==> config.mk <==
export PLATFORM = sky130hd
export DESIGN_NAME = multicycle_alu_flat
export DESIGN_NICKNAME = d
export VERILOG_FILES = /design/src/rtl/multicycle_alu_if.sv /design/src/rtl/multicycle_alu.sv /design/src/flat_wrapper.sv
export SDC_FILE = /design/constraint.sdc
export NUM_CORES = 1
export LEC_CHECK = 0
export BUFFER_PORTS_ARGS = -buffer_cell sky130_fd_sc_hd__buf_2
export CAP_MARGIN = 0
export CORE_MARGIN = 5
export CORE_UTILIZATION = 30
export DETAILED_ROUTE_END_ITERATION = 12
export SLEW_MARGIN = 20
export SYNTH_ARGS = -nofsm -noshare
export SYNTH_HDL_FRONTEND = slang
export SYNTH_SLANG_ARGS = --single-unit
==> constraint.sdc <==
create_clock -name clk -period 4.2 [get_ports clk]
set_clock_uncertainty 0.15 [all_clocks]
set_input_delay 0.84 -clock clk [delete_from_list [all_inputs] [get_ports clk]]
set_output_delay 0.84 -clock clk [all_outputs]
set_load 0.1 [all_outputs]
==> src/rtl/multicycle_alu_if.sv <==
// ---------------------------------------------------------------------------
// multicycle_alu_if
// Purpose : groups the operation request/response handshake of the
//           multicycle ALU into one bundle.
// Signals : in_valid/in_ready   - request handshake (op, a, b qualified)
//           op[3:0], a, b       - opcode and operands
//           out_valid/out_ready - response handshake
//           result, result_hi   - primary / secondary result
//           overflow, zero, div0, illegal - status flags
// Modports: slave  - the ALU side
//           master - the requester/consumer side
// ---------------------------------------------------------------------------
interface multicycle_alu_if #(
    parameter int WIDTH = 32
);
    logic             in_valid;
    logic             in_ready;
    logic [3:0]       op;
    logic [WIDTH-1:0] a;
    logic [WIDTH-1:0] b;
    logic             out_valid;
    logic             out_ready;
    logic [WIDTH-1:0] result;
    logic [WIDTH-1:0] result_hi;
    logic             overflow;
    logic             zero;
    logic             div0;
    logic             illegal;

    modport slave (
        input  in_valid, op, a, b, out_ready,
        output in_ready, out_valid, result, result_hi,
               overflow, zero, div0, illegal
    );

    modport master (
        output in_valid, op, a, b, out_ready,
        input  in_ready, out_valid, result, result_hi,
               overflow, zero, div0, illegal
    );
endinterface

==> src/rtl/multicycle_alu.sv <==
// ---------------------------------------------------------------------------
// multicycle_alu
// Purpose : WIDTH-bit ALU. Logic/add/sub/compare ops finish one cycle after
//           accept; unsigned multiply (shift-add) and unsigned divide
//           (restoring) iterate one bit per cycle and finish WIDTH+1 cycles
//           after accept. The result is held until the consumer takes it.
// Ports   : clk    - clock, rising edge
//           rst_n  - asynchronous active-low reset
//           bus    - multicycle_alu_if.slave (request + response handshake)
// Params  : WIDTH  - operand width (even, 8..64)
//           CNT_W  - iteration counter width, 2**CNT_W > WIDTH
// ---------------------------------------------------------------------------
module multicycle_alu #(
    parameter int WIDTH = 32,
    parameter int CNT_W = 6
) (
    input logic              clk,
    input logic              rst_n,
    multicycle_alu_if.slave  bus
);

    localparam logic [3:0] OP_AND  = 4'd0;
    localparam logic [3:0] OP_OR   = 4'd1;
    localparam logic [3:0] OP_ADD  = 4'd2;
    localparam logic [3:0] OP_SUB  = 4'd3;
    localparam logic [3:0] OP_SLT  = 4'd4;
    localparam logic [3:0] OP_SLTU = 4'd5;
    localparam logic [3:0] OP_XOR  = 4'd6;
    localparam logic [3:0] OP_NOR  = 4'd7;
    localparam logic [3:0] OP_MULU = 4'd8;
    localparam logic [3:0] OP_DIVU = 4'd9;

    typedef enum logic [1:0] {IDLE, MUL, DIV, DONE} state_t;

    state_t           state_q, state_d;
    // lo/hi double as the iteration working registers and the final
    // result/result_hi; they are only meaningful while out_valid is high.
    logic [WIDTH-1:0] lo_q, lo_d;
    logic [WIDTH-1:0] hi_q, hi_d;
    // Multiplicand for MUL, divisor for DIV.
    logic [WIDTH-1:0] opnd_q, opnd_d;
    logic [CNT_W-1:0] cnt_q, cnt_d;
    logic             ovf_q, ovf_d;
    logic             zero_q, zero_d;
    logic             div0_q, div0_d;
    logic             ill_q, ill_d;
    // Holds in_ready low until the first clock edge after reset release.
    logic             started_q;

    logic [WIDTH-1:0] addSum;
    logic [WIDTH:0]   subFull;
    logic             addOvf, subOvf;
    logic [WIDTH-1:0] aluRes;
    logic             aluOvf, aluIll;
    logic [WIDTH:0]   mulSum;
    logic [WIDTH:0]   divShift;
    logic [WIDTH-1:0] divDiff;
    logic             divFits;
    logic             inReady;

    // Single-cycle datapath, evaluated on the live request inputs so the
    // answer can be captured on the accept edge. SUB is a + ~b + 1, so the
    // carry out is the inverse of the borrow used for SLTU.
    always_comb begin
        addSum  = bus.a + bus.b;
        subFull = {1'b0, bus.a} + {1'b0, ~bus.b} + {{WIDTH{1'b0}}, 1'b1};
        addOvf  = (bus.a[WIDTH-1] == bus.b[WIDTH-1]) && (addSum[WIDTH-1] != bus.a[WIDTH-1]);
        subOvf  = (bus.a[WIDTH-1] != bus.b[WIDTH-1]) && (subFull[WIDTH-1] != bus.a[WIDTH-1]);
        aluRes  = '0;
        aluOvf  = 1'b0;
        aluIll  = 1'b0;
        case (bus.op)
            OP_AND:  aluRes = bus.a & bus.b;
            OP_OR:   aluRes = bus.a | bus.b;
            OP_ADD:  begin aluRes = addSum; aluOvf = addOvf; end
            OP_SUB:  begin aluRes = subFull[WIDTH-1:0]; aluOvf = subOvf; end
            OP_SLT:  aluRes = {{(WIDTH-1){1'b0}}, subFull[WIDTH-1] ^ subOvf};
            OP_SLTU: aluRes = {{(WIDTH-1){1'b0}}, ~subFull[WIDTH]};
            OP_XOR:  aluRes = bus.a ^ bus.b;
            OP_NOR:  aluRes = ~(bus.a | bus.b);
            OP_MULU, OP_DIVU: aluRes = '0;
            default: aluIll = 1'b1;
        endcase
    end

    // One iteration step of each multicycle algorithm. Multiply adds the
    // multiplicand into the high half when the current multiplier bit (lo[0])
    // is set, then shifts {carry,hi,lo} right. Divide shifts the next dividend
    // bit into the partial remainder and subtracts the divisor if it fits;
    // the quotient bit enters lo from the right as the dividend leaves it.
    // A fitting partial remainder is below 2*divisor, so the low WIDTH bits of
    // the difference are exact.
    always_comb begin
        mulSum   = {1'b0, hi_q} + (lo_q[0] ? {1'b0, opnd_q} : {(WIDTH+1){1'b0}});
        divShift = {hi_q, lo_q[WIDTH-1]};
        divFits  = divShift >= {1'b0, opnd_q};
        divDiff  = divShift[WIDTH-1:0] - opnd_q;
    end

    assign inReady = (state_q == IDLE) && started_q;

    // State and datapath registers. Reset abandons any operation in flight.
    always_ff @(posedge clk or negedge rst_n) begin
        if (!rst_n) begin
            state_q   <= IDLE;
            lo_q      <= '0;
            hi_q      <= '0;
            opnd_q    <= '0;
            cnt_q     <= '0;
            ovf_q     <= 1'b0;
            zero_q    <= 1'b0;
            div0_q    <= 1'b0;
            ill_q     <= 1'b0;
            started_q <= 1'b0;
        end else begin
            state_q   <= state_d;
            lo_q      <= lo_d;
            hi_q      <= hi_d;
            opnd_q    <= opnd_d;
            cnt_q     <= cnt_d;
            ovf_q     <= ovf_d;
            zero_q    <= zero_d;
            div0_q    <= div0_d;
            ill_q     <= ill_d;
            started_q <= 1'b1;
        end
    end

    // Next-state logic. Inputs are only looked at on the accept cycle, so
    // request changes while busy cannot disturb the operation in progress.
    always_comb begin
        state_d = state_q;
        lo_d    = lo_q;
        hi_d    = hi_q;
        opnd_d  = opnd_q;
        cnt_d   = cnt_q;
        ovf_d   = ovf_q;
        zero_d  = zero_q;
        div0_d  = div0_q;
        ill_d   = ill_q;
        case (state_q)
            IDLE: begin
                if (bus.in_valid && inReady) begin
                    ovf_d  = 1'b0;
                    zero_d = 1'b0;
                    div0_d = 1'b0;
                    ill_d  = 1'b0;
                    cnt_d  = CNT_W'(WIDTH - 1);
                    if (bus.op == OP_MULU) begin
                        state_d = MUL;
                        lo_d    = bus.b;
                        hi_d    = '0;
                        opnd_d  = bus.a;
                    end else if (bus.op == OP_DIVU && bus.b != '0) begin
                        state_d = DIV;
                        lo_d    = bus.a;
                        hi_d    = '0;
                        opnd_d  = bus.b;
                    end else if (bus.op == OP_DIVU) begin
                        state_d = DONE;
                        lo_d    = '1;
                        hi_d    = bus.a;
                        div0_d  = 1'b1;
                    end else begin
                        state_d = DONE;
                        lo_d    = aluRes;
                        hi_d    = '0;
                        ovf_d   = aluOvf;
                        ill_d   = aluIll;
                        zero_d  = (aluRes == '0);
                    end
                end
            end
            MUL: begin
                hi_d  = mulSum[WIDTH:1];
                lo_d  = {mulSum[0], lo_q[WIDTH-1:1]};
                cnt_d = cnt_q - CNT_W'(1);
                if (cnt_q == '0) begin
                    state_d = DONE;
                    cnt_d   = '0;
                    zero_d  = (lo_d == '0);
                end
            end
            DIV: begin
                hi_d  = divFits ? divDiff : divShift[WIDTH-1:0];
                lo_d  = {lo_q[WIDTH-2:0], divFits};
                cnt_d = cnt_q - CNT_W'(1);
                if (cnt_q == '0) begin
                    state_d = DONE;
                    cnt_d   = '0;
                    zero_d  = (lo_d == '0);
                end
            end
            DONE: begin
                if (bus.out_ready) begin
                    state_d = IDLE;
                end
            end
            default: state_d = IDLE;
        endcase
    end

    assign bus.in_ready  = inReady;
    assign bus.out_valid = (state_q == DONE);
    assign bus.result    = lo_q;
    assign bus.result_hi = hi_q;
    assign bus.overflow  = ovf_q;
    assign bus.zero      = zero_q;
    assign bus.div0      = div0_q;
    assign bus.illegal   = ill_q;

endmodule

==> src/flat_wrapper.sv <==
// flat-port wrapper written by rule: the top's interface ports become plain ports
module multicycle_alu_flat 
#(
    parameter int WIDTH = 32,
    parameter int CNT_W = 6
)
  (clk, rst_n, bus_in_valid, bus_op, bus_a, bus_b, bus_out_ready, bus_in_ready, bus_out_valid, bus_result, bus_result_hi, bus_overflow, bus_zero, bus_div0, bus_illegal);
  multicycle_alu_if #(.WIDTH(WIDTH)) bus_i ();
  input logic clk;
  input logic rst_n;
  input wire logic [$bits(bus_i.in_valid)-1:0] bus_in_valid;
  input wire logic [$bits(bus_i.op)-1:0] bus_op;
  input wire logic [$bits(bus_i.a)-1:0] bus_a;
  input wire logic [$bits(bus_i.b)-1:0] bus_b;
  input wire logic [$bits(bus_i.out_ready)-1:0] bus_out_ready;
  output wire logic [$bits(bus_i.in_ready)-1:0] bus_in_ready;
  output wire logic [$bits(bus_i.out_valid)-1:0] bus_out_valid;
  output wire logic [$bits(bus_i.result)-1:0] bus_result;
  output wire logic [$bits(bus_i.result_hi)-1:0] bus_result_hi;
  output wire logic [$bits(bus_i.overflow)-1:0] bus_overflow;
  output wire logic [$bits(bus_i.zero)-1:0] bus_zero;
  output wire logic [$bits(bus_i.div0)-1:0] bus_div0;
  output wire logic [$bits(bus_i.illegal)-1:0] bus_illegal;
  assign bus_i.in_valid = bus_in_valid;
  assign bus_i.op = bus_op;
  assign bus_i.a = bus_a;
  assign bus_i.b = bus_b;
  assign bus_i.out_ready = bus_out_ready;
  assign bus_in_ready = bus_i.in_ready;
  assign bus_out_valid = bus_i.out_valid;
  assign bus_result = bus_i.result;
  assign bus_result_hi = bus_i.result_hi;
  assign bus_overflow = bus_i.overflow;
  assign bus_zero = bus_i.zero;
  assign bus_div0 = bus_i.div0;
  assign bus_illegal = bus_i.illegal;
  multicycle_alu #(.WIDTH(WIDTH), .CNT_W(CNT_W)) u_core (.clk(clk), .rst_n(rst_n), .bus(bus_i));
endmodule
* After elaboration in Yosys (flattened, before gate mapping) *
Cells that the tools add are included.

word-level totals
  input bits = 72
  bits in registers = 109
  output and inout port bits = 70
  logic and storage cells = 110

cells by class
  reductions and logical operators = 23
  $add $sub $neg = 6
  mux-type cells = 42
  order comparisons = 1
  equality and inequality tests = 21
  bitwise operators = 7

operators with widths
  operator                 number
  $mux W32                 12
  $pmux W32 S8             1
  $pmux W32 S3             2
  $logic_not A32 Y1        3
  $not A32 Y32             2
  $add A32 B32 Y33         1
  $add A32 B33 Y33         1
  $add A33 B1 Y33 const B  1
  $ge A33 B32 Y1           1
  $add A32 B32 Y32         1
  $and A32 B32 Y32         1
  $or A32 B32 Y32          1
  $reduce_bool A32 Y1      1
  $sub A32 B32 Y32         1
  $xor A32 B32 Y32         1
  $mux W1                  17
  $eq A4 B3 Y1 const B     4
  $mux W6                  2
  $pmux W6 S2              1
  $reduce_or A10 Y1        1
  $eq A4 B2 Y1 const B     2
  $eq A4 B4 Y1 const B     2
  $mux W2                  4
  $logic_not A6 Y1         1
  22 further kinds         36

* Depth between registers and ports, before layout *
Gate-level depths: netlist of run 1.

  depth in word-level cells = 13
  mapped depth = 25

* Least setup slack after synthesis of run 1 *
OpenSTA, ideal clock, no wires.

  path kind = input to register
  start = in bus_b[23]
  end = reg u_core.zero_q (netlist: u_core.bus.zero)
  slack = -226 ps
  required time = 3,925 ps
  cell stages on the path = 23
  arrival time = 4,151 ps
  cells stage by stage = inv_1 > ha_1 > clkbuf_1 > nor2_1 > and3_1 > o31ai_1 > nand3_1 > nor2_1 > nor2_1 > nor2_1 > o21bai_1 > a21oi_1 > o21bai_1 > fa_1 > a211oi_1 > a21oi_1 > nor2_1 > a21oi_1 > o32ai_1 > nor4_1 > and4_1 > nand2_1 > nand3_2

between the ends
  longest elaborated chain between the ends = 13
  elaborated cells between the ends (all ways) = 21
  those cells by class = add/sub (3); eq/ne (1); mux (6); bitwise (7); reduce/logical (4)

ends and longest elaborated chain
  what                    RTL line               text
  start: declaration      flat_wrapper.sv:14     input wire logic [$bits(bus_i.b)-1:0] bus_b;
  $not A32 Y32            multicycle_alu.sv:66   subFull = {1'b0, bus.a} + {1'b0, ~bus.b} + {{WIDTH{1'b0}}, 1'b1};
  $add A32 B32 Y33        multicycle_alu.sv:66
  $add A33 B1 Y33         multicycle_alu.sv:66
  $ne A1 B1 Y1            multicycle_alu.sv:68   subOvf = (bus.a[WIDTH-1] != bus.b[WIDTH-1]) && (subFull[WIDTH-1] != bus.a[WIDTH-1]);
  $logic_and A1 B1 Y1     multicycle_alu.sv:68
  $xor A1 B1 Y1           multicycle_alu.sv:77   OP_SLT: aluRes = {{(WIDTH-1){1'b0}}, subFull[WIDTH-1] ^ subOvf};
  $pmux W32 S8            multicycle_alu.sv:72   case (bus.op)
  $logic_not A32 Y1       multicycle_alu.sv:170  zero_d = (aluRes == '0);
  $mux W1                 multicycle_alu.sv:159  end else if (bus.op == OP_DIVU) begin
  $mux W1 (*)             multicycle_alu.sv:154  end else if (bus.op == OP_DIVU && bus.b != '0) begin
  $mux W1 (*)             multicycle_alu.sv:149  if (bus.op == OP_MULU) begin
  $mux W1 (*)             multicycle_alu.sv:143  if (bus.in_valid && inReady) begin
  $pmux W1 S3 (*)         multicycle_alu.sv:141  case (state_q)
  end signal: assignment  multicycle_alu.sv:122  zero_q <= zero_d;
  end: declaration        multicycle_alu.sv:44   logic zero_q, zero_d;

Mark *: on every way between the ends. The rest lies on a longest branch, timed or not. The select of a mux whose other input is x is not followed.
A chain may end at the register's enable or synchronous reset.

* Worst setup path in the final report of run 1 *
  start = in bus_b[0]
  end = reg u_core.zero_q (netlist: u_core.bus.zero)

The elaborated chain is that of the path after synthesis.

==> results of run 1 <==
worst reg2reg max path, stage by stage (launching register included):
cell and delay [ns]:
dfrtp_1 0.35, inv_1 0.07, ha_1 0.34, a211oi_1 0.30, o21ai_0 0.26, a21oi_1 0.19, a32oi_1 0.23, a21bo_1 0.29
a31o_1 0.24, a21oi_2 0.32, o2bb2ai_4 0.31, a31oi_1 0.17, or4_1 0.55, nand3_2 0.10
cells in the mapped netlist, types with 8 or more instances:
cell | n | area share, %
a221o_1 | 15 | 0.96
a22o_1 | 27 | 1.5
o21a_1 | 17 | 0.81
buf_2 | 13 | 0.41
nand2_1 | 144 | 3.4
inv_1 | 143 | 3.4
o221ai_1 | 17 | 0.95
and3_1 | 17 | 0.68
a21o_1 | 38 | 1.8
nor4_1 | 32 | 1.3
nor2b_1 | 20 | 0.80
a31oi_1 | 27 | 1.1
o211ai_1 | 23 | 1.1
mux2i_1 | 11 | 0.70
nand2b_1 | 27 | 1.1
o22ai_1 | 16 | 0.64
clkbuf_1 | 117 | 2.8
nand3_1 | 64 | 2.0
nand4_1 | 23 | 0.92
xnor2_1 | 35 | 2.0
a21oi_1 | 236 | 7.5
a211oi_1 | 38 | 1.8
ha_1 | 175 | 14
o21ai_0 | 150 | 4.8
o311ai_0 | 9 | 0.50
and2_1 | 12 | 0.48
a22oi_1 | 18 | 0.86
o22a_1 | 8 | 0.45
nor2_1 | 278 | 6.6
or3_1 | 14 | 0.56
o31ai_1 | 23 | 1.1
o21bai_1 | 14 | 0.67
a222oi_1 | 27 | 1.7
dfrtp_1 | 109 | 17
xor2_1 | 25 | 1.4
nor3_1 | 44 | 1.4
a221oi_1 | 34 | 1.9
state kept, by name, summed over array words and instances (netlist names):
signal and flops:
u_core.bus.div0 1, u_core.bus.illegal 1, u_core.bus.overflow 1, u_core.bus.result 32
u_core.bus.result_hi 32, u_core.bus.zero 1, u_core.cnt_q 6, u_core.opnd_q 32
u_core.started_q 1, u_core.state_q 2
worst paths after layout:
check,startpoint,end,slack [ns],cells after the start
worst max-delay path,bus_b[0],u_core.bus.zero,-0.01,18
worst min-delay path,rst_n,u_core.bus.result_hi[5],0.32,1
worst max register to register,u_core.opnd_q[6],u_core.bus.zero,0.28,13
worst min register to register,u_core.cnt_q[5],u_core.cnt_q[5],0.34,1
max in group asynchronous,rst_n,u_core.bus.result_hi[26],2.72,2
min in group clk,u_core.cnt_q[5],u_core.cnt_q[5],0.34,1
what timing repair did:
action | in CTS | in global routing
setup endpoints to repair | 6 | 17
cloned | 0 | 1
pin swaps | 18 | 39
resized for setup | 80 | 114
setup buffers | 6 | 15
power groups by stage:
stage	Sequential, mW	Combinational [mW]	Clock [mW]
after global placement	1.95	9.08	0
after detailed placement	1.95	9.17	0
after floorplan	3.30	4.94	0
after CTS	1.94	9.27	0.968
after global routing	2.00	10.3	1.00
final	1.97	9.61	0.950
stage by stage:
step	hold WS [ns]	total power, mW	worst slack [ns]
after floorplan	0.298	8.24	-0.0774
after global placement	0.313	11.0	-0.570
after detailed placement	0.325	11.1	-0.641
after CTS	0.334	12.2	0.000943
after global routing	0.358	13.3	-0.131
final	0.325	12.5	-0.0135
routing by layer:
layer / share of wire, % / track usage, % / wire (um)
met4: 5.3 / 11.7 / 4310
met5: 0.0086 / 0 / 7
met2: 43 / 41.7 / 35100
met1: 43 / 37.4 / 35200
met3: 8.7 / 5.16 / 7150
cell families (layout without fill, tap and decap cells):
group | after synthesis | count (layout) | share of synthesized area (%)
compound gates | 827 | 828 | 35.3
xor+xnor | 60 | 60 | 3.34
fa+ha+maj | 180 | 180 | 14.6
buf+inv | 286 | 734 | 6.99
flops | 109 | 109 | 17.4
mux | 11 | 11 | 0.701
other cells | 1 | 2 | 0.0239
simple gates | 724 | 724 | 21.7
layout make-up:
cell class / count / area, sq um
Fill cell: 5364 / 30400
Clock inverter: 4 / 55.1
Tap cell: 680 / 851
Antenna cell: 1 / 2.50
Inverter: 146 / 594
Timing Repair Buffer: 573 / 4160
Multi-Input combinational cell: 1804 / 12600
Sequential cell: 109 / 2730
Clock buffer: 11 / 243
==> key figures, run 1 <==
STA
  – Max-slew violations: 0
  – Worst slew margin: 34.5%
  – Final worst slack: -0.0135 ns
  – Final setup violation count: 1
  – Unrepaired setup endpoints after global routing: yes
  – Final Hold Fails: 0
  – Final worst-path cycle share: 100%
  – Setup TNS: -0.0135 ns
  – FMAX: 0.237 GHz
  – Final min period: 4.21 ns
  – Worst-Margin Slew: 0.974 ns

Place
  – Placed wire-length estimate: 65000 um
  – Post-Place Cells: 3293
  – Dpl cell area: 0.0200 sq mm
  – Input/output buffers: 141
  – Gpl congestion: 1.05

Pwr
  – Clock power frac: 7.6%
  – Pwr Density: 589 mW/mm^2
  – Sequential share of power: 15.7%
  – P_sw: 7.42 mW
  – Worst VDD drop: 0.919 mV
  – Leakage: 9.85 nW
  – Comb pwr share: 76.7%
  – Cell internal pwr: 5.10 mW
  – Sw Ratio: 59.3%

Final layout
  – Layout cells sized above 1: 27.9%
  – Final core occ: 41.2%
  – Non-Filler Instances: 3328
  – # nets final: 2895
  – Commonest non-fill, non-tap cell in the layout: buf_4
  – Most frequent cells in the layout: buf_4, nor2_1, a21oi_1
  – Syn-to-layout area delta: 35.3%
  – Design area: 0.0213 sq mm

Detailed routing
  – Via density: 6.00
  – Residual DRC: 2
  – DR WL/cell: 24.5 um
  – Final wirelength: 81700 um
  – Initial DRC Count: 2297
  – Via count: 20000
  – ANT nets after route: 0
  – First-pass iteration count of the detailed router: 12

Critical path
  – Crit end category: register
  – Worst Path Buf+Inv: 4
  – Arr. time, crit path: 4.40 ns
  – CP required: 4.39 ns
  – Crit-path leading delay family: simple AND/OR/NAND/NOR gates
  – Crit-path cells: buf_4, ha_4, inv_2, fa_2, nand2b_4, a21o_1, buf_6, a21boi_2, buf_4, nor2_1, or3_1, a22o_1, or3_4, or4_4, nor4_4, and4_1, nand2_1, nand3_2
  – CP Launch Type: input pin
  – Crit path kind: input pin to register
  – Crit path top cell by count: buf_4
  – Crit Path Max Fanout: 4
  – Slowest cell on the critical path: or4_4
  – Slowest stage delay, CP: 0.56 ns

Synthesis
  – Syn Std Cell Area: 0.0157 sq mm
  – Number of synthesized flops with an enable pin: 0
  – Flops & latches, synth: 109
  – Post-synth ARST share: 100%
  – Top FF cell, synth: dfrtp_1
  – Sequential share of the synthesized area: 17.4%
  – Ys Warns: 0
  – Post-Syn Nets: 2450
  – Yosys cell types: 89
  – Synth Instances: 2198
  – Avg Synthesized Cell Area: 7.15 sq um

Clock tree
  – Clock sinks: 109
  – CTS Hold Buffers Added: 0
  – CTS Buf Count: 9
  – Clock Tree Root: clkbuf_16
  – Later-pin clock latency in the skew report: 0.39 ns
  – CTS tree: built
  – H-tree depth: 3
  – Clock Tree Buf Depth: 2
  – Clock-pin slew on the worst setup and hold paths: 0.08 ns

Floorplanning
  – Die W: 239 um
  – Core area: 0.0516 sq mm
  – Standard-cell rows: 83
  – Initial Util: 30.4%
  – # IOs: 142
  – Die Area: 0.0570 sq mm
  – Die Y: 239 um

GRT
  – Number of global-route vias before repair: 19100
  – Initial antenna violation count: 2
  – Largest net degree at the start of global routing: 69
  – GRT Residual Overflow: 0
  – First-pass GRT wire length: 120000 um
  – All-layer global routing usage: 27.2%

Run
  – MaxCap Viol Count: 0

Status
  – Status: complete, but fails checks
  – Failing checks: design-rule violations, negative setup slack

Hold path
  – Worst hold path type: input pin to async pin
Power figures use the tool's default switching activity.
==> inputs of run 2 (changes only) <==
ABC_AREA = 1   (was unset)
==> run 2 against run 1 <==
  * The flow now finishes without violations
  * Final area down 5.0%
  * Utilization decreased by 6.1 points
  * Largest cell class unchanged
  * Sequential power is 8% higher
  * First-iteration DRC count fell by 0.30%
  * Global-route usage is 1.9 points lower
  * Critical endpoint is now u_core.bus.result[31]
  * Largest power group unchanged
  * Critical path type unchanged
==> key figures, run 2 <==
Final layout
  – Syn-to-layout area delta: 15.8%
  – Most frequent cells in the layout: nand2_1, inv_1, nor2_1
  – Non-Filler Instances: 3968 (+19%)
  – # nets final: 3448 (+19%)
  – Layout cells sized above 1: 11.5% (-16 points)
  – Fillers: 6475 (+21%)
  – Commonest non-fill, non-tap cell in the layout: nand2_1

GRT
  – All-layer global routing usage: 25.3% (-1.9 points)
  – First-pass GRT wire length: 123000 um (+2.3%)
  – Largest net degree at the start of global routing: 110 (+59%)
  – Number of global-route vias before repair: 20000 (+4.6%)
  – GRT Residual Overflow: 0 (unchanged)
  – Initial antenna violation count: 7 (+5)

Clock tree
  – H-tree depth: 3 (unchanged)
  – Setup bufs post-CTS: 0 (-6)
  – CTS Hold Buffers Added: 0 (unchanged)
  – Clock Tree Buf Depth: 2 (unchanged)
  – Clock-pin slew on the worst setup and hold paths: 0.08 ns (about the same)
  – Clock sinks: 109 (unchanged)
  – CTS tree: built
  – CTS Buf Count: 9 (unchanged)
  – Later-pin clock latency in the skew report: 0.39 ns (about the same)
  – PostCTS Resize Cnt: 0 (-100%)
  – Clock Tree Root: clkbuf_16

Place
  – Placed wire-length estimate: 69400 um (+6.8%)
  – Input/output buffers: 141 (unchanged)
  – Post-Place Cells: 3950 (+20%)
  – Gpl congestion: 1.08 (+3.1%)

Floorplanning
  – Die Area: 0.0630 sq mm (+11%)
  – # IOs: 142 (unchanged)
  – Standard-cell rows: 88 (+6.0%)
  – Initial Util: 30.3% (-0.16 points)
  – Die Y: 251 um (+5.1%)
  – Die W: 251 um (+5.1%)
  – Core area: 0.0576 sq mm (+12%)

Synthesis
  – Avg Synthesized Cell Area: 5.84 sq um (-18%)
  – Ys Warns: 0 (unchanged)
  – Yosys cell types: 57 (-36%)
  – Post-Syn Nets: 3238 (+32%)
  – Dominant cells by area after synthesis: nand2_1, dfrtp_1, ha_1, inv_1, nand3_1
  – Number of synthesized flops with an enable pin: 0 (unchanged)
  – Most frequent cells after synthesis: nand2_1, inv_1, nor2_1
  – Synth top area share: 18.4% (+1.0 points)
  – Syn Std Cell Area: 0.0174 sq mm (+11%)
  – Post-synth ARST share: 100% (unchanged)
  – Top FF cell, synth: dfrtp_1
  – Largest area contributor in the synthesized netlist: nand2_1
  – Synth Instances: 2986 (+36%)
  – Sequential share of the synthesized area: 15.6% (-1.7 points)
  – Most frequent cell after synthesis: nand2_1
  – Flops & latches, synth: 109 (unchanged)

STA
  – Final Hold Fails: 0 (unchanged)
  – Unrepaired setup endpoints after global routing: no
  – Worst-Margin Slew: 1.26 ns (+0.282 ns)
  – Final min period: 3.90 ns (-0.309 ns)
  – Max-slew violations: 0 (unchanged)
  – Worst slew margin: 16.2% (-18 points)
  – FMAX: 0.256 GHz (+7.9%)
  – Final setup violation count: 0 (-1)
  – Setup TNS: 0 ns (+0.0135 ns)
  – Final worst-path cycle share: 93.0% (-7.4 points)
  – Final Hold Slack: 0.311 ns (-0.0135 ns)

Status
  – Status: finished, final reports clean

Detailed routing
  – First-pass iteration count of the detailed router: 7 (-5)
  – DR WL/cell: 21.0 um (-14%)
  – ANT nets after route: 0 (unchanged)
  – Via density: 5.36 (-11%)
  – Via count: 21300 (+6.4%)
  – Final wirelength: 83500 um (+2.2%)
  – Residual DRC: 0 (-2)
  – Initial DRC Count: 2290 (-0.30%)

Pwr
  – Power Total: 12.4 mW (-1.3%)
  – Worst VDD drop: 0.543 mV (-41%)
  – Leakage: 10.9 nW (+11%)
  – Pwr Density: 613 mW/mm^2 (+3.9%)

Critical path
  – Crit Path Max Fanout: 3 (-1)
  – Crit path kind: input pin to register
  – CP Launch Point: bus_b[12]
  – RR Startpoint: u_core.bus.result_hi[17]
  – CP required: 4.31 ns (-0.08 ns)
  – Crit end category: register
  – Worst r2r path cells: 15 (+2)
  – Arr. time, crit path: 4.02 ns (-0.38 ns)
  – CP Launch Type: input pin

Run
  – MaxCap Viol Count: 0 (unchanged)

Hold path
  – Worst hold path type: input pin to async pin
==> run 2: routing by layer <==
metal	part of all wire, %	routed length [um]	track usage, %
met5	0.052	43	0
met4	4.9	4060	10.4
met3	8.0	6640	3.85
met2	45	37700	41.6
met1	42	35000	33.2
==> run 2: path summary, 6_finish.rpt <==
check                      slack, ns                  endpoint
setup / recovery                0.30     u_core.bus.result[31]
hold / removal                  0.31   u_core.bus.result_hi[9]
setup reg to reg                0.70  u_core.bus.result_hi[12]
hold reg to reg                 0.36           u_core.bus.div0
max in group asynchronous       2.95         u_core.opnd_q[22]
min in group clk                0.36           u_core.bus.div0
==> run 2: critical path, stage by stage <==
cell and delay (ns):
buf_2 0.09, inv_1 0.05, ha_1 0.37, nor2_1 0.21, nand2_1 0.13, nor2_1 0.15
nand2_1 0.07, nand3_1 0.17, nand3_1 0.15, nand2_1 0.14, a21oi_1 0.07, o21bai_1 0.17
fa_1 0.45, inv_1 0.08, o22ai_1 0.07, nor3_1 0.20, nand3_1 0.12, o21ai_0 0.16
o2111ai_1 0.13, nand3_1 0.10, o21ai_0 0.08
==> run 2: through the flow <==
step           setup WS (ns)  util, %  cell area [sq um]
2_1_floorplan          0.501        -              17400
3_3_place_gp          0.0328     34.5              19900
3_5_place_dp         -0.0148     34.5              19900
4_1_cts                0.377     35.0              20200
5_1_grt               0.0258     35.0              20200
6_report               0.295     35.1              20200
==> run 2: power breakdown <==
| group | switching (mW) | internal (mW) | total (mW) |
|---|---|---|---|
| clock | 0.460 | 0.430 | 0.890 |
| combinational | 7.00 | 2.35 | 9.35 |
| sequential | 0.626 | 1.50 | 2.12 |
==> run 2: final cells by class <==
class	count	area, sq um	share of cell area (%)
Multi-Input combinational cell	2292	12400	61.3
Sequential cell	109	2730	13.5
Timing Repair Buffer	311	2050	10.2
Inverter	473	1780	8.80
Tap cell	765	957	4.74
Clock buffer	10	239	1.18
Clock inverter	6	52.6	0.260
Antenna cell	2	5.00	0.0248
==> run 2: kinds of logic after synthesis <==
group,after synthesis,synth area share [%]
AND/OR/NAND/NOR,1444,34.2
adder cells (fa/ha/maj),180,13.1
other,1,0.0215
XOR/XNOR,25,1.26
multiplexers,1,0.0646
AO/OA/AOI/OAI,641,22.2
buffers and inverters,585,13.5
flip-flops,109,15.6
